==> src/rtl/ripple_add_pkg.sv <==
// ripple_add_pkg: shared types and helpers for the ripple-add scheduler.
//   state_e - scheduler FSM states (idle / slice-add / response)
//   id_w    - index width for n items, never less than one bit
package ripple_add_pkg;

    typedef enum logic [1:0] {
        StIdle,
        StAdd,
        StDone
    } state_e;

    function automatic int id_w(input int n);
        return (n > 1) ? $clog2(n) : 1;
    endfunction

endpackage

==> src/rtl/ripple_slice.sv <==
// ripple_slice: purely combinational SLICE-bit ripple-carry adder built from full-adder cells.
// Ports:
//   a, b - slice operands
//   cin  - carry into bit 0
//   sum  - a + b + cin, low SLICE bits
//   cout - carry out of the slice MSB
module ripple_slice #(
    parameter int SLICE = 4
) (
    input  logic [SLICE-1:0] a,
    input  logic [SLICE-1:0] b,
    input  logic             cin,
    output logic [SLICE-1:0] sum,
    output logic             cout
);

    logic [SLICE:0] carry;

    assign carry[0] = cin;

    for (genvar i = 0; i < SLICE; i++) begin : g_fa
        assign sum[i]       = a[i] ^ b[i] ^ carry[i];
        assign carry[i + 1] = (a[i] & b[i]) | (carry[i] & (a[i] ^ b[i]));
    end

    assign cout = carry[SLICE];

endmodule

==> src/rtl/ripple_add_sched.sv <==
// ripple_add_sched: round-robin scheduler sharing one SLICE-bit ripple adder among N_REQ
// requesters. A granted WIDTH-bit add runs over WIDTH/SLICE cycles, LSB slice first, with the
// carry registered between slices.
// Ports:
//   clk, rst_n           - clock, asynchronous active-low reset
//   req_valid/req_ready  - per-requester handshake; req_ready is one-hot or zero
//   req_a, req_b         - packed operands, requester i at [i*WIDTH +: WIDTH]
//   req_cin              - per-requester carry-in
//   rsp_valid/rsp_ready  - response handshake
//   rsp_id               - index of the requester owning the result
//   rsp_sum, rsp_cout    - A+B+cin mod 2^WIDTH and carry out of the MSB
module ripple_add_sched
    import ripple_add_pkg::*;
#(
    parameter int N_REQ = 4,
    parameter int WIDTH = 16,
    parameter int SLICE = 4
) (
    input  logic                     clk,
    input  logic                     rst_n,
    input  logic [N_REQ-1:0]         req_valid,
    output logic [N_REQ-1:0]         req_ready,
    input  logic [N_REQ*WIDTH-1:0]   req_a,
    input  logic [N_REQ*WIDTH-1:0]   req_b,
    input  logic [N_REQ-1:0]         req_cin,
    output logic                     rsp_valid,
    input  logic                     rsp_ready,
    output logic [id_w(N_REQ)-1:0]   rsp_id,
    output logic [WIDTH-1:0]         rsp_sum,
    output logic                     rsp_cout
);

    localparam int NS    = WIDTH / SLICE;
    localparam int ID_W  = id_w(N_REQ);
    localparam int CNT_W = id_w(NS);

    if ((WIDTH % SLICE) != 0) begin : g_bad_slice
        $error("ripple_add_sched: WIDTH must be a multiple of SLICE");
    end
    if (N_REQ < 2) begin : g_bad_nreq
        $error("ripple_add_sched: N_REQ must be at least 2");
    end

    state_e             state_q, state_d;
    logic [ID_W-1:0]    rr_q, rr_d;
    logic [ID_W-1:0]    id_q, id_d;
    logic [CNT_W-1:0]   cnt_q, cnt_d;
    logic               carry_q, carry_d;
    logic [WIDTH-1:0]   a_q, a_d;
    logic [WIDTH-1:0]   b_q, b_d;
    logic [WIDTH-1:0]   sum_q, sum_d;

    logic               grant_found;
    logic [ID_W-1:0]    grant_id;
    logic [ID_W:0]      cand;

    logic [SLICE-1:0]   slice_a, slice_b, slice_sum;
    logic               slice_cout;

    // Round-robin search: first valid requester at or after rr_q, wrapping modulo N_REQ.
    always_comb begin
        grant_found = 1'b0;
        grant_id    = '0;
        cand        = '0;
        for (int i = 0; i < N_REQ; i++) begin
            cand = {1'b0, rr_q} + (ID_W + 1)'(i);
            if (cand >= (ID_W + 1)'(N_REQ)) begin
                cand = cand - (ID_W + 1)'(N_REQ);
            end
            if (!grant_found && req_valid[cand[ID_W-1:0]]) begin
                grant_found = 1'b1;
                grant_id    = cand[ID_W-1:0];
            end
        end
    end

    // Gated by rst_n so no requester sees an accept while reset is held.
    always_comb begin
        req_ready = '0;
        if (rst_n && state_q == StIdle && grant_found) begin
            req_ready[grant_id] = 1'b1;
        end
    end

    assign slice_a = a_q[cnt_q*SLICE +: SLICE];
    assign slice_b = b_q[cnt_q*SLICE +: SLICE];

    ripple_slice #(
        .SLICE (SLICE)
    ) u_slice (
        .a    (slice_a),
        .b    (slice_b),
        .cin  (carry_q),
        .sum  (slice_sum),
        .cout (slice_cout)
    );

    always_comb begin
        state_d = state_q;
        rr_d    = rr_q;
        id_d    = id_q;
        cnt_d   = cnt_q;
        carry_d = carry_q;
        a_d     = a_q;
        b_d     = b_q;
        sum_d   = sum_q;
        unique case (state_q)
            StIdle: begin
                if (grant_found) begin
                    a_d     = req_a[grant_id*WIDTH +: WIDTH];
                    b_d     = req_b[grant_id*WIDTH +: WIDTH];
                    carry_d = req_cin[grant_id];
                    id_d    = grant_id;
                    cnt_d   = '0;
                    rr_d    = (grant_id == ID_W'(N_REQ - 1)) ? '0 : grant_id + 1'b1;
                    state_d = StAdd;
                end
            end
            StAdd: begin
                sum_d[cnt_q*SLICE +: SLICE] = slice_sum;
                carry_d = slice_cout;
                cnt_d   = cnt_q + 1'b1;
                if (cnt_q == CNT_W'(NS - 1)) begin
                    cnt_d   = '0;
                    state_d = StDone;
                end
            end
            StDone: begin
                // Return to idle only; the next accept waits for a cycle in StIdle.
                if (rsp_ready) begin
                    state_d = StIdle;
                end
            end
            default: state_d = StIdle;
        endcase
    end

    always_ff @(posedge clk or negedge rst_n) begin
        if (!rst_n) begin
            state_q <= StIdle;
            rr_q    <= '0;
            id_q    <= '0;
            cnt_q   <= '0;
            carry_q <= 1'b0;
            a_q     <= '0;
            b_q     <= '0;
            sum_q   <= '0;
        end else begin
            state_q <= state_d;
            rr_q    <= rr_d;
            id_q    <= id_d;
            cnt_q   <= cnt_d;
            carry_q <= carry_d;
            a_q     <= a_d;
            b_q     <= b_d;
            sum_q   <= sum_d;
        end
    end

    assign rsp_valid = (state_q == StDone);
    assign rsp_id    = id_q;
    assign rsp_sum   = sum_q;
    assign rsp_cout  = carry_q;

endmodule
==> config.mk <==
export PLATFORM = sky130hd
export DESIGN_NAME = ripple_add_sched
export DESIGN_NICKNAME = d
export VERILOG_FILES = /design/src/rtl/ripple_add_pkg.sv /design/src/rtl/ripple_slice.sv /design/src/rtl/ripple_add_sched.sv
export SDC_FILE = /design/constraint.sdc
export NUM_CORES = 1
export LEC_CHECK = 0
export CAP_MARGIN = 20
export CORE_MARGIN = 4
export CORE_UTILIZATION = 39
export DETAILED_ROUTE_END_ITERATION = 7
export DONT_BUFFER_PORTS = 1
export GPL_TIMING_DRIVEN = 0
export MAX_ROUTING_LAYER = met4
export PLACE_DENSITY = 0.51
export SLEW_MARGIN = 10
export SYNTH_ARGS = -nofsm -noshare
export SYNTH_HDL_FRONTEND = slang
export SYNTH_SLANG_ARGS = --single-unit
==> constraint.sdc <==
create_clock -name clk -period 4.45 [get_ports clk]
set_input_delay 0.89 -clock clk [delete_from_list [all_inputs] [get_ports clk]]
set_output_delay 0.89 -clock clk [all_outputs]
set_load 0.01 [all_outputs]
# --- Word level (Yosys, flattened, before mapping) ---
# Cells that the tools add are included.
classes:
  order_cmp: 10
  n_reduce_logical: 14
  n_eq_ne: 7
  shift: 6
  addsub: 10
  muxes: 36
  bitwise: 20
ops:
  columns: ["cell", "count"]
  rows:
  - ["64-bit by 7-bit variable part select with 16-bit output", 2]
  - ["4-bit negator with 34-bit output", 1]
  - ["4-bit by 34-bit variable shift with 16-bit output, first input constant", 1]
  - ["4-bit by 34-bit variable part select with 16-bit output", 1]
  - ["16-bit by 5-bit variable part select with 4-bit output", 2]
  - ["2-bit 2-to-1 mux", 14]
  - ["16-bit bitwise mux", 1]
  - ["2-bit by 3-bit < comparator with 1-bit output, second input constant", 5]
  - ["1-bit 2-to-1 mux", 11]
  - ["1-bit binary-select mux with 2-bit select", 5]
  - ["3-bit >= comparator, second input constant", 3]
  - ["1-bit AND", 8]
  - ["2-bit by 1-bit subtractor with 2-bit output, second input constant", 4]
  - ["1-bit XOR", 8]
  - ["2-bit by 2-bit adder with 3-bit output, second input constant", 2]
  - ["2-bit == test, second input constant", 3]
  - ["1-bit logical AND", 6]
  - ["2-bit case mux with 3 select lines", 1]
  - ["2-bit by 1-bit adder with 2-bit output, second input constant", 2]
  - ["4-bit 2-to-1 mux", 1]
  - ["2-bit != test, second input constant", 2]
  - ["1-bit bitwise OR", 4]
  - ["2-bit case mux with 2 select lines", 1]
  - ["2-bit AND reduction", 2]
  - ["other kinds (11)", 13]
totals:
  ff_bits: 57

# --- Depth between registers and ports, before layout ---
# Gate-level depths: netlist of run 1.
logic_depth:
  depth_word: 19
  depth_mapped: 12

# --- Hierarchy ---
# Synthesis of run 1 repeated with hierarchy kept, for this count alone.
hier_totals:
  cells_unflattened: 330
  hier_area_um2: 3833.7
modules_own_cells:
  columns: ["module", "n_inst", "cells_each", "seq_area_each_um2", "area_per_inst_um2"]
  rows:
  - ["ripple_add_sched", 1, 316, 1426.4, 3716.1]
  - ["ripple_slice", 1, 14, 0.0, 117.6]

# --- Worst setup path after synthesis of run 1 ---
# Ideal clock, no wire load.
synth_path:
  kind: "register to register"
  start: "reg cnt_q[0]"
  end: "reg sum_q[11] (netlist: rsp_sum[11])"
  stages_incl_launch_ff: 12
  required_ns: 4.329
  arrival_ns: 3.007
  setup_ns: 0.121
  slack_ns: 1.322
  n_path_buf: 1
  period_less_slack_ns: 3.128
  cell_sequence: "dfrtp_1 > buf_1 > mux4_2 > inv_1 > fa_1 > inv_1 > fa_1 > inv_1 > fa_1 > inv_1 > fa_1 > a22o_1"
synth_via:
  elab_chain_len: 11
synth_rtl:
  columns: ["element", "line", "text"]
  rows:
  - ["start, declared", "ripple_add_sched.sv:47", "logic [CNT_W-1:0] cnt_q, cnt_d;"]
  - ["start signal, assigned", "ripple_add_sched.sv:152", "cnt_q <= cnt_d;"]
  - ["16-bit by 5-bit variable part select with 4-bit output, on equally long branches", "ripple_add_sched.sv:85, ripple_add_sched.sv:86", null]
  - ["1-bit XOR", "ripple_slice.sv:22, ripple_slice.sv:23", null]
  - ["1-bit AND", "ripple_slice.sv:23", "assign carry[i + 1] = (a[i] & b[i]) | (carry[i] & (a[i] ^ b[i]));"]
  - ["1-bit bitwise OR", "ripple_slice.sv:23", null]
  - ["1-bit AND", "ripple_slice.sv:23", null]
  - ["1-bit bitwise OR", "ripple_slice.sv:23", null]
  - ["1-bit AND", "ripple_slice.sv:23", null]
  - ["1-bit bitwise OR", "ripple_slice.sv:23", null]
  - ["1-bit XOR", "ripple_slice.sv:22", "assign sum[i] = a[i] ^ b[i] ^ carry[i];"]
  - ["4-bit by 34-bit variable part select with 16-bit output", "ripple_add_sched.sv:120", "sum_d[cnt_q*SLICE +: SLICE] = slice_sum;"]
  - ["16-bit bitwise mux (*)", "ripple_add_sched.sv:120", null]
  - ["end signal, assigned", "ripple_add_sched.sv:156", "sum_q <= sum_d;"]
  - ["end, declared", "ripple_add_sched.sv:51", "logic [WIDTH-1:0] sum_q, sum_d;"]
# Mark *: on every way between the ends. The rest lies on a longest branch, timed or not.
# A chain may end at the register's enable or synchronous reset.

# --- Worst setup path in the final report of run 1 ---
# Ends and elaborated chain as after synthesis.

==> results.toml, run 1 <==
[run_status]
outcome = "completed"

[sta]
hold_violations = 0
fin_setup_tns_ns = 0
fin_skew_ns = 0.00810
setup_viol = 0
layout_min_cycle_time_ns = 3.61
layout_setup_ws_ns = 0.841
hold_ws_ns = 0.244
worst_slew_margin_rel_pct = 37.6
min_period_over_period_pct = 81.1
finalMaxSlewViolations = 0
rsz0062_at_grt = "false"
max_freq_ghz = 0.277
tightest_slew_ns = 0.931

[yosys]
syn_nets = 523
ys_top_cells_by_area = "dfrtp_1 (37%), mux2_4 (11%), a221o_1 (8.3%)"
syn_avg_cell_area_sq_um = 10.4
synthCells = 370
synth_seq_cells = 57
synth_cell_types = 42
synth-adder-area-share_pct = 5.33
synth_compound_area_share_pct = 23.3
synth_top_area_share_pct = 37.1
yosys_warnings = 0
synth.area.mux_share_pct = 16.9
syn_area_sq_mm = 0.00385
synth_xor_area_share_pct = 0
yosys.area_share.simple_pct = 11.6
synth_top_family_by_area = "compound AO/OA/AOI/OAI gates"
synth.largest_area_cell = "dfrtp_1"
ys_seq_area_share_pct = 37.1

[setup_path]
r2r_cells = 11
crit_chain = "buf_1 -> mux4_2 -> inv_1 -> fa_1 -> inv_1 -> fa_1 -> inv_1 -> fa_1 -> inv_1 -> fa_1 -> a22o_1"
crit_type = "reg2reg"
cp-start-kind = "flip-flop"
r2r_start = "cnt_q[0]"
cp-end-kind = "flip-flop"
cp.arrival_ns = 3.83
path_delay_family = "adder cells"
r2r_setup_slack_ns = 0.84
timing.rr.end = "rsp_sum[11]"
required_ns = 4.67
slowest_stage = "buf_1"
path_buf_inv = 5
critPathMaxFanout = 10
cp_slowest_stage_delay_ns = 0.60

[final_layout]
area_growth_syn_to_layout_pct = 9.30
fillCellCount = 918
fin_util_pct = 44.7
multiInputGateArea_sq_mm = 0.00220
drive_above_1_share_pct = 18.7
num_antenna_cells = 0
fin_nets = 534
fin_cells = 515
seqCellArea_sq_mm = 0.00143

[power_and_ir_drop]
p_leak_nw = 1.79
ir_worst_vdd_mv = 0.304
p_per_area_mw_per_mm2 = 759

[die]
io_pins = 163
die_y_um = 107
initial_core_util_pct = 40.9
dieArea_sq_mm = 0.0115
rows = 35
fp.dieW_um = 107
fp.coreArea_sq_mm = 0.00942

[place]
gp_congestion = 0.781
dp.cells = 499
dpl.hpwl_mm = 8.98
port_buffers = 0
pre_cts_ws_ns = 0.803

[global_route]
grt_usage_pct = 21.0
grt_max_degree = 62
grt_overflow = 0
grt_pass1_wl_mm = 18.1
antenna_found_initial = 0
grt_pass1_vias = 3262

[clock_tree]
clk_pin_slew_ns = 0.07
cts_tree = "yes"
clockBufferDepth = 2
postCtsSetupBuffers = 0
cts_root_buffer = "clkbuf_8"
clk_latency_ns = 0.34
cts_buffers = 9
ctsHtreeMaxLevel = 3
numClockSinks = 57
cts-resized-gates = 0
cts_hold_buffers = 0

[drt]
drtPass1Iterations = 4
antenna_left = 0
wire_per_inst_um = 22.5
wl_mm = 11.6
vias = 3088
drc = 0
first_iter_violations = 173
viasPerCell = 6.00

[run]
drv_cap = 0

[hold_path]
hold_class = "in2async"
[kinds of logic (layout without fill, tap and decap cells)]
logic type,count (synthesis),after routing
buffers and inverters,42,58
flip-flops,57,57
AND/OR/NAND/NOR,86,86
AO/OA/AOI/OAI,130,130
multiplexers,41,41
adder cells (fa/ha/maj),14,14
[per-stage QoR]
stage	power, W	area [sq um]
after global routing	0.00346	4210
final	0.00319	4210
after detailed placement	0.00273	4010
after floorplan	0.00221	3850
after global placement	0.00272	4010
after CTS	0.00323	4210
[cell type report]
cell class | instances | area share (%)
tap | 129 | 3.84
clock inverter | 5 | 1.31
buffer | 29 | 3.99
multi-input combinational | 271 | 52.3
clock buffer | 11 | 3.36
inverter | 13 | 1.28
sequential | 57 | 33.9
[worst register-to-register path, cell delays in order, from the launching register on]
cell     delay [ns]
dfrtp_1        0.57
buf_1          0.60
mux4_2         0.59
inv_1          0.09
fa_1           0.16
inv_1          0.05
fa_1           0.35
inv_1          0.07
fa_1           0.15
inv_1          0.05
fa_1           0.56
a22o_1         0.25
[cell usage in the layout (no fill, tap or decap), types with 12 or more instances in the layout]
| cell | count |
|---|---|
| a21oi_1 | 33 |
| nand3_1 | 33 |
| mux2_4 | 27 |
| clkbuf_1 | 19 |
| inv_1 | 12 |
| a221o_1 | 32 |
| o21ai_0 | 43 |
| nand2_1 | 21 |
| dfrtp_1 | 57 |
[power breakdown]
part | internal (W) | switching (W)
clock | 0.000272 | 0.000217
sequential | 0.000740 | 0.000195
combinational | 0.000781 | 0.000985
[how the worst max path moves through the flow]
| stage | startpoint | depth (start not counted) | endpoint | slack [ns] |
|---|---|---|---|---|
| after detailed placement | cnt_q[0] | 11 | rsp_sum[3] | 0.80 |
| final | cnt_q[0] | 11 | rsp_sum[11] | 0.84 |
| after CTS | cnt_q[0] | 11 | rsp_sum[11] | 0.78 |
| after floorplan | cnt_q[0] | 11 | rsp_sum[11] | 1.32 |
| after global routing | cnt_q[0] | 11 | rsp_sum[11] | 0.55 |
| after global placement | cnt_q[0] | 11 | rsp_sum[3] | 0.79 |
[flip-flops by register name, indices dropped and copies added (netlist names)]
signal / count
rsp_id: 2
rsp_sum: 16
rr_q: 2
state_q: 2
a_q: 16
cnt_q: 2
b_q: 16
rsp_cout: 1
[layer usage]
metal,vias up,track usage [%],wire length [um]
li1,1435,-,-
met1,1514,27.2,4890
met2,131,33.7,5740
met3,8,5.28,862
met4,0,4.20,76
met5,-,-,0
[Yosys cell counts (all sizes together)]
| master | count |
|---|---|
| dfrtp | 57 |
| o21ai | 44 |
| a21oi | 33 |
| nand3 | 33 |
| a221o | 32 |
| mux2 | 32 |
| nand2 | 22 |
| clkbuf | 18 |
| inv | 13 |
| buf | 11 |
| nor2 | 11 |
| ha | 10 |
| a22o | 9 |
| mux4 | 8 |
| a211oi | 5 |
| and3 | 5 |
| fa | 4 |
| nand2b | 4 |
| nand4 | 3 |
| o31ai | 3 |
| nor2b | 2 |
| a211o | 1 |
| a21o | 1 |
| a31o | 1 |
| a31oi | 1 |
| and3b | 1 |
| and4 | 1 |
| mux2i | 1 |
| nor3b | 1 |
| nor4 | 1 |
| or3 | 1 |
| or4 | 1 |
(Power assumes the default switching activity.)
==> inputs of run 2 (changes only) <==
- PLACE_DENSITY: 0.51 -> 0.53
- clock period: 4.45 -> 3 ns (I/O delays scaled with it)
==> results.toml, run 2 (synthesis gave the netlist of run 1 again) <==
[run_status]
outcome = "completed"

[die]
fp.dieW_um = 107
dieArea_sq_mm = 0.0115
initial_core_util_pct = 40.9
io_pins = 163
die_y_um = 107
rows = 35
fp.coreArea_sq_mm = 0.00942

[final_layout]
post-route-cell-area_sq_mm = 0.00431
drive_above_1_share_pct = 21.0
area_growth_syn_to_layout_pct = 11.9
num_antenna_cells = 0
fin_nets = 539
mostFrequentLayoutCells = "dfrtp_1 (56), o21ai_0 (43), nand3_1 (33), a21oi_1 (33), a221o_1 (32)"
layout_commonest_cell = "dfrtp_1"

[global_route]
busiest_layer = "met2"
grt_usage_pct = 21.3
grtUsageMet2_pct = 33.4
antenna_found_initial = 0
met3_usage_pct = 4.50
grt_pass1_vias = 3309
grt_max_degree = 58
grt_overflow = 0
grt_pass1_wl_mm = 18.2
use_met1_pct = 27.6

[setup_path]
crit_top_cell = "inv_1"
crit_chain = "buf_6 -> mux4_2 -> inv_1 -> fa_1 -> inv_1 -> fa_1 -> inv_1 -> fa_1 -> inv_1 -> fa_2 -> a22o_1"
crit_type = "reg2reg"
path_buf_inv = 5
cp-start-kind = "flip-flop"
r2r_setup_slack_ns = 0.11
cp-end-kind = "flip-flop"
timing.rr.end = "rsp_sum[11]"
path_delay_family = "adder cells"
r2r_start = "cnt_q[0]"
cp.arrival_ns = 3.13
required_ns = 3.24
critPathMaxFanout = 10
r2r_cells = 11
cp_slowest_stage_delay_ns = 0.50
slowest_stage = "fa_2"

[power_and_ir_drop]
total_power_w = 0.00492
switchingPower_w = 0.00213
p_comb_share_pct = 55.5
power_frac_clock_pct = 16.8
p_int_w = 0.00279
p_per_area_mw_per_mm2 = 1140
pwr-share-seq_pct = 27.8
p_leak_nw = 1.84
swShare_pct = 43.3
ir_worst_vdd_mv = 0.389

[clock_tree]
cts_tree = "yes"
cts_buffers = 9
clk_latency_ns = 0.35
ctsHtreeMaxLevel = 3
numClockSinks = 57
clockBufferDepth = 2
cts_root_buffer = "clkbuf_8"
clk_pin_slew_ns = 0.08

[place]
dpl.hpwl_mm = 9.07
port_buffers = 0
gp_congestion = 0.769
placed_area_sq_mm = 0.00401

[sta]
layout_min_cycle_time_ns = 2.89
tightest_slew_ns = 0.901
max_freq_ghz = 0.346
fin_setup_tns_ns = 0
hold_violations = 0
min_period_over_period_pct = 96.2
rsz0062_at_grt = "true"
fin_skew_ns = 0.0130
worst_slew_margin_rel_pct = 39.5
finalMaxSlewViolations = 0
setup_viol = 0

[drt]
antenna_left = 0
vias = 3138
drtPass1Iterations = 4
drc = 0
viasPerCell = 6.03
first_iter_violations = 162
wire_per_inst_um = 22.7
wl_mm = 11.8

[run]
drv_cap = 0

[hold_path]
hold_class = "in2async"
==> run 2: changes by cell type in the layout (fill, tap and decap cells not counted), sizes merged <==
cell    previous run  this run
clkbuf            29        27
bufinv             1         2
inv               13        15
buf               11        16
clkinv             2         1
==> run 2: worst max path at each step <==
stage | slack [ns] | depth (start not counted) | start | to
2_1_floorplan | 0.07 | 11 | cnt_q[0] | rsp_sum[11]
3_3_place_gp | -0.38 | 11 | cnt_q[0] | rsp_sum[11]
3_5_place_dp | -0.40 | 11 | cnt_q[0] | rsp_sum[11]
4_1_cts | 0.05 | 11 | cnt_q[0] | rsp_sum[11]
5_1_grt | -0.003 | 11 | cnt_q[0] | rsp_sum[3]
6_report | 0.11 | 11 | cnt_q[0] | rsp_sum[11]
==> run 2: power by group through the flow <==
stage	clock [W]	combinational, W	sequential [W]
CTS	0.000844	0.00275	0.00137
finish	0.000825	0.00273	0.00137
global route	0.000875	0.00302	0.00140
global placement	0	0.00264	0.00139
detailed placement	0	0.00267	0.00139
floorplan	0	0.00200	0.00129
==> run 2: per-layer routing <==
metal  vias up  routed length [um]
met2       137                5670
met3        16                 816
met1      1542                5140
met4         0                 196
li1       1443                   -
met5         -                   0
==> run 2: what timing repair did <==
| item | 4_1_cts | 5_1_grt |
|---|---|---|
| hold buffers | 1 | 0 |
| endpoints found under the hold margin | 57 | 0 |
| endpoints found under the setup margin | 9 | 7 |
| pin swaps | 0 | 1 |
| resized for setup | 5 | 1 |
| buffers inserted | 2 | 2 |
==> run 2: area by class of cell <==
| class | count | area (sq um) |
|---|---|---|
| Buffer | 29 | 179 |
| Clock buffer | 9 | 124 |
| Clock inverter | 7 | 101 |
| Fill cell | 948 | 5110 |
| Inverter | 13 | 53.8 |
| Multi-Input combinational cell | 271 | 2200 |
| Sequential cell | 57 | 1430 |
| Tap cell | 129 | 161 |
| Timing Repair Buffer | 5 | 57.6 |
==> run 2: stage by stage <==
stage,cells,hold slack [ns],worst slack (ns),util (%)
after CTS,518,0.113,0.0494,45.6
final,520,0.112,0.113,45.7
after global routing,520,0.135,-0.00312,45.7
after global placement,499,0.308,-0.379,42.6
after floorplan,370,0.304,0.0733,-
after detailed placement,499,0.307,-0.397,42.6
==> variant, RTL diff (settings of run 2) <==
The parameter `N_REQ` goes from 4 to 5.
--- a/src/rtl/ripple_add_sched.sv
+++ b/src/rtl/ripple_add_sched.sv
@@ -12,7 +12,7 @@
 module ripple_add_sched
     import ripple_add_pkg::*;
 #(
-    parameter int N_REQ = 4,
+    parameter int N_REQ = 5,
     parameter int WIDTH = 16,
     parameter int SLICE = 4
 ) (
Interface: changed (6 resized); port bits go from 163 to 199. No check against the original RTL was run, so the function may have changed too.
==> variant against run 2 <==
The flow now finishes with violations (setup timing); final area up 72%; critical path depth up 4; sequential cell count up 2; via count up 63%; worst setup slack worse by 1.6 ns; die area up 31%; maximum frequency down 35%; clock skew down 0.0032 ns; area after synthesis up 33%; global-route usage up 7.3 points; routed wire length up 77%; critical path type is now reg2out; critical endpoint is now req_ready[1].
Power is not shown: default switching activity piles up to over one toggle a cycle in this logic, so the estimate is an artifact.
==> variant: results (changes against run 2) <==
Parameter                              Value

Placed design
  Area of placed instances ... 0.005648 mm2 (was 0.004010 mm2)
  Post-place setup slack ... -2.135 ns (was -0.3968 ns)
  Cell count after placement ... 711 (was 499)
  Count of buffers from port buffering ... 0 (unchanged)
  Detailed-placement wirelength estimate ... 14.88 mm (was 9.070 mm)
  GP Congestion ... 0.9092 (was 0.7693)

STA
  Worst Setup Slack, final ... -1.461 ns (was 0.1134 ns)
  Final total negative setup slack ... -46.79 ns (was 0 ns)
  Total of endpoints with negative setup slack in the final report ... 47 (was 0)
  Final clock skew ... 0.009770 ns (was 0.01302 ns)
  Transition time of the tightest slew-check pin ... 0.7683 ns (was 0.9014 ns)

CTS
  Number of clock buffers inserted by TritonCTS ... 9 (unchanged)
  Clock Pin Slew Worst Setup and Hold Paths ... 0.06 ns (was 0.08 ns)
  Clock root buffer ... clkbuf_16 (was clkbuf_8)
  Deepest clock path buffer count ... 2 (unchanged)
  H-tree level count ... 3 (unchanged)
  Source-to-sink clock delay at the later pin of the worst-skew pair ... around 0.34 ns

Logic synthesis
  Yosys warning count ... 0 (unchanged)
  Main synth FF type ... dfrtp_1 (unchanged)
  Post-synthesis net count ... 733 (was 523)
  Commonest cells post-synth ... dfrtp_1 (59), nor2_1 (54), a221oi_1 (48) (was dfrtp_1 (57), o21ai_0 (43), a21oi_1 (33), nand3_1 (33), a221o_1 (32))
  Cells taking the most area after synthesis ... dfrtp_1 (29%), a221oi_1 (8.2%), mux4_2 (4.8%), and3_1 (4.1%), nor2_1 (4.0%) (was dfrtp_1 (37%), mux2_4 (11%), a221o_1 (8.3%), o21ai_0 (5.6%), mux4_2 (4.7%))
  Number of distinct library cells after synthesis ... 72 (was 42)
  Post-synthesis area per instance ... 9.515 um2 (was 10.40 um2)
  Seq/Total Area, Yosys ... 28.79% (was 37.07%)
  Share of async-settable or async-resettable flops after synthesis ... 100.0% (unchanged)

Outcome
  Failing checks ... setup timing
  Result of the run ... finished, violations left (was finished clean)

Routing
  Pre-antenna DRT Iters ... 5 (was 4)
  DR vias ... 5116 (was 3138)
  Final wirelength ... 20.87 mm (was 11.82 mm)
  Iter 0 DRT Violations ... 304 (was 162)

Cells and area
  Final standard cell count with taps included and fillers excluded ... 802 (was 520)
  Share of post-route cells with drive strength above 1 ... 44.27% (was 20.97%)
  Final net count ... 817 (was 539)

GRT
  Vias in the first global route ... 5285 (was 3309)
  Largest net degree at the start of global routing ... 60 (was 58)
  Number of antenna violations at the first check in global routing ... 2 (was 0)
  Gr usage total ... 28.56% (was 21.26%)
  First-pass GRT wire length ... 31.31 mm (was 18.18 mm)

Critical path
  CP max stage cell ... or4b_4 (was fa_2)
  Max stage delay on crit path ... 0.56 ns (was 0.50 ns)
  Data arrival, critical path ... 3.86 ns (was 3.13 ns)
  Worst path top cell family by delay ... simple AND/OR/NAND/NOR gates (was adder cells)
  Top fanout value on the critical path ... 4 (was 10)

Hold path
  Worst min-delay path class ... in2async (unchanged)
## variant: cell type report
class                      count  area (um2)
inverter                      22       113.9
fill                        1142        5308
multi-input combinational    415        4040
clock inverter                 4       72.57
sequential                    59        1480
clock buffer                  12       256.5
timing repair buffer          76       837.1
tap                          172       215.2
antenna                        2       5.005
buffer                        40       394.1
## variant: cells by family after synthesis
group           synth area share [%]
fa+ha+maj                      5.855
mux                            8.636
flops                          28.79
buf+inv                        6.075
compound gates                 31.93
xor+xnor                       1.025
simple gates                   17.69
## variant: repair_timing
item,CTS,global route
gates resized for setup,141,35
endpoints found under the setup margin,55,51
pin swaps,40,24
hold endpoints to repair,59,0
buffers inserted,62,12
hold buffers,1,0
cloned,6,0
## variant: routing by layer
metal	vias to the layer above	GRT usage [%]	part of all wire (%)	routed length, um
met5	-	-	0	0
met4	0	8.328	2.1	437
met3	23	5.530	5.6	1163
met2	202	48.31	52	10760
met1	2581	34.67	41	8503
li1	2310	-	-	-
## variant: final timing paths
path / startpoint / to / slack (ns) / cells past startpoint
worst max-delay path: rr_q[1]$_DFFE_PN0P_ / req_ready[1] / -1.46 / 15
min in group clk: rsp_ready / state_q[1]$_DFFE_PN0P_ / 0.46 / 2
max in group asynchronous: rst_n / a_q[4]$_DFFE_PN0P_ / 2.61 / 1
worst min register to register: rsp_sum[8]$_DFFE_PN0P_ / rsp_sum[8]$_DFFE_PN0P_ / 0.54 / 2
worst min-delay path: rst_n / rsp_sum[0]$_DFFE_PN0P_ / 0.11 / 1
worst max register to register: rr_q[1]$_DFFE_PN0P_ / rr_q[2]$_DFFE_PN0P_ / -1.17 / 22
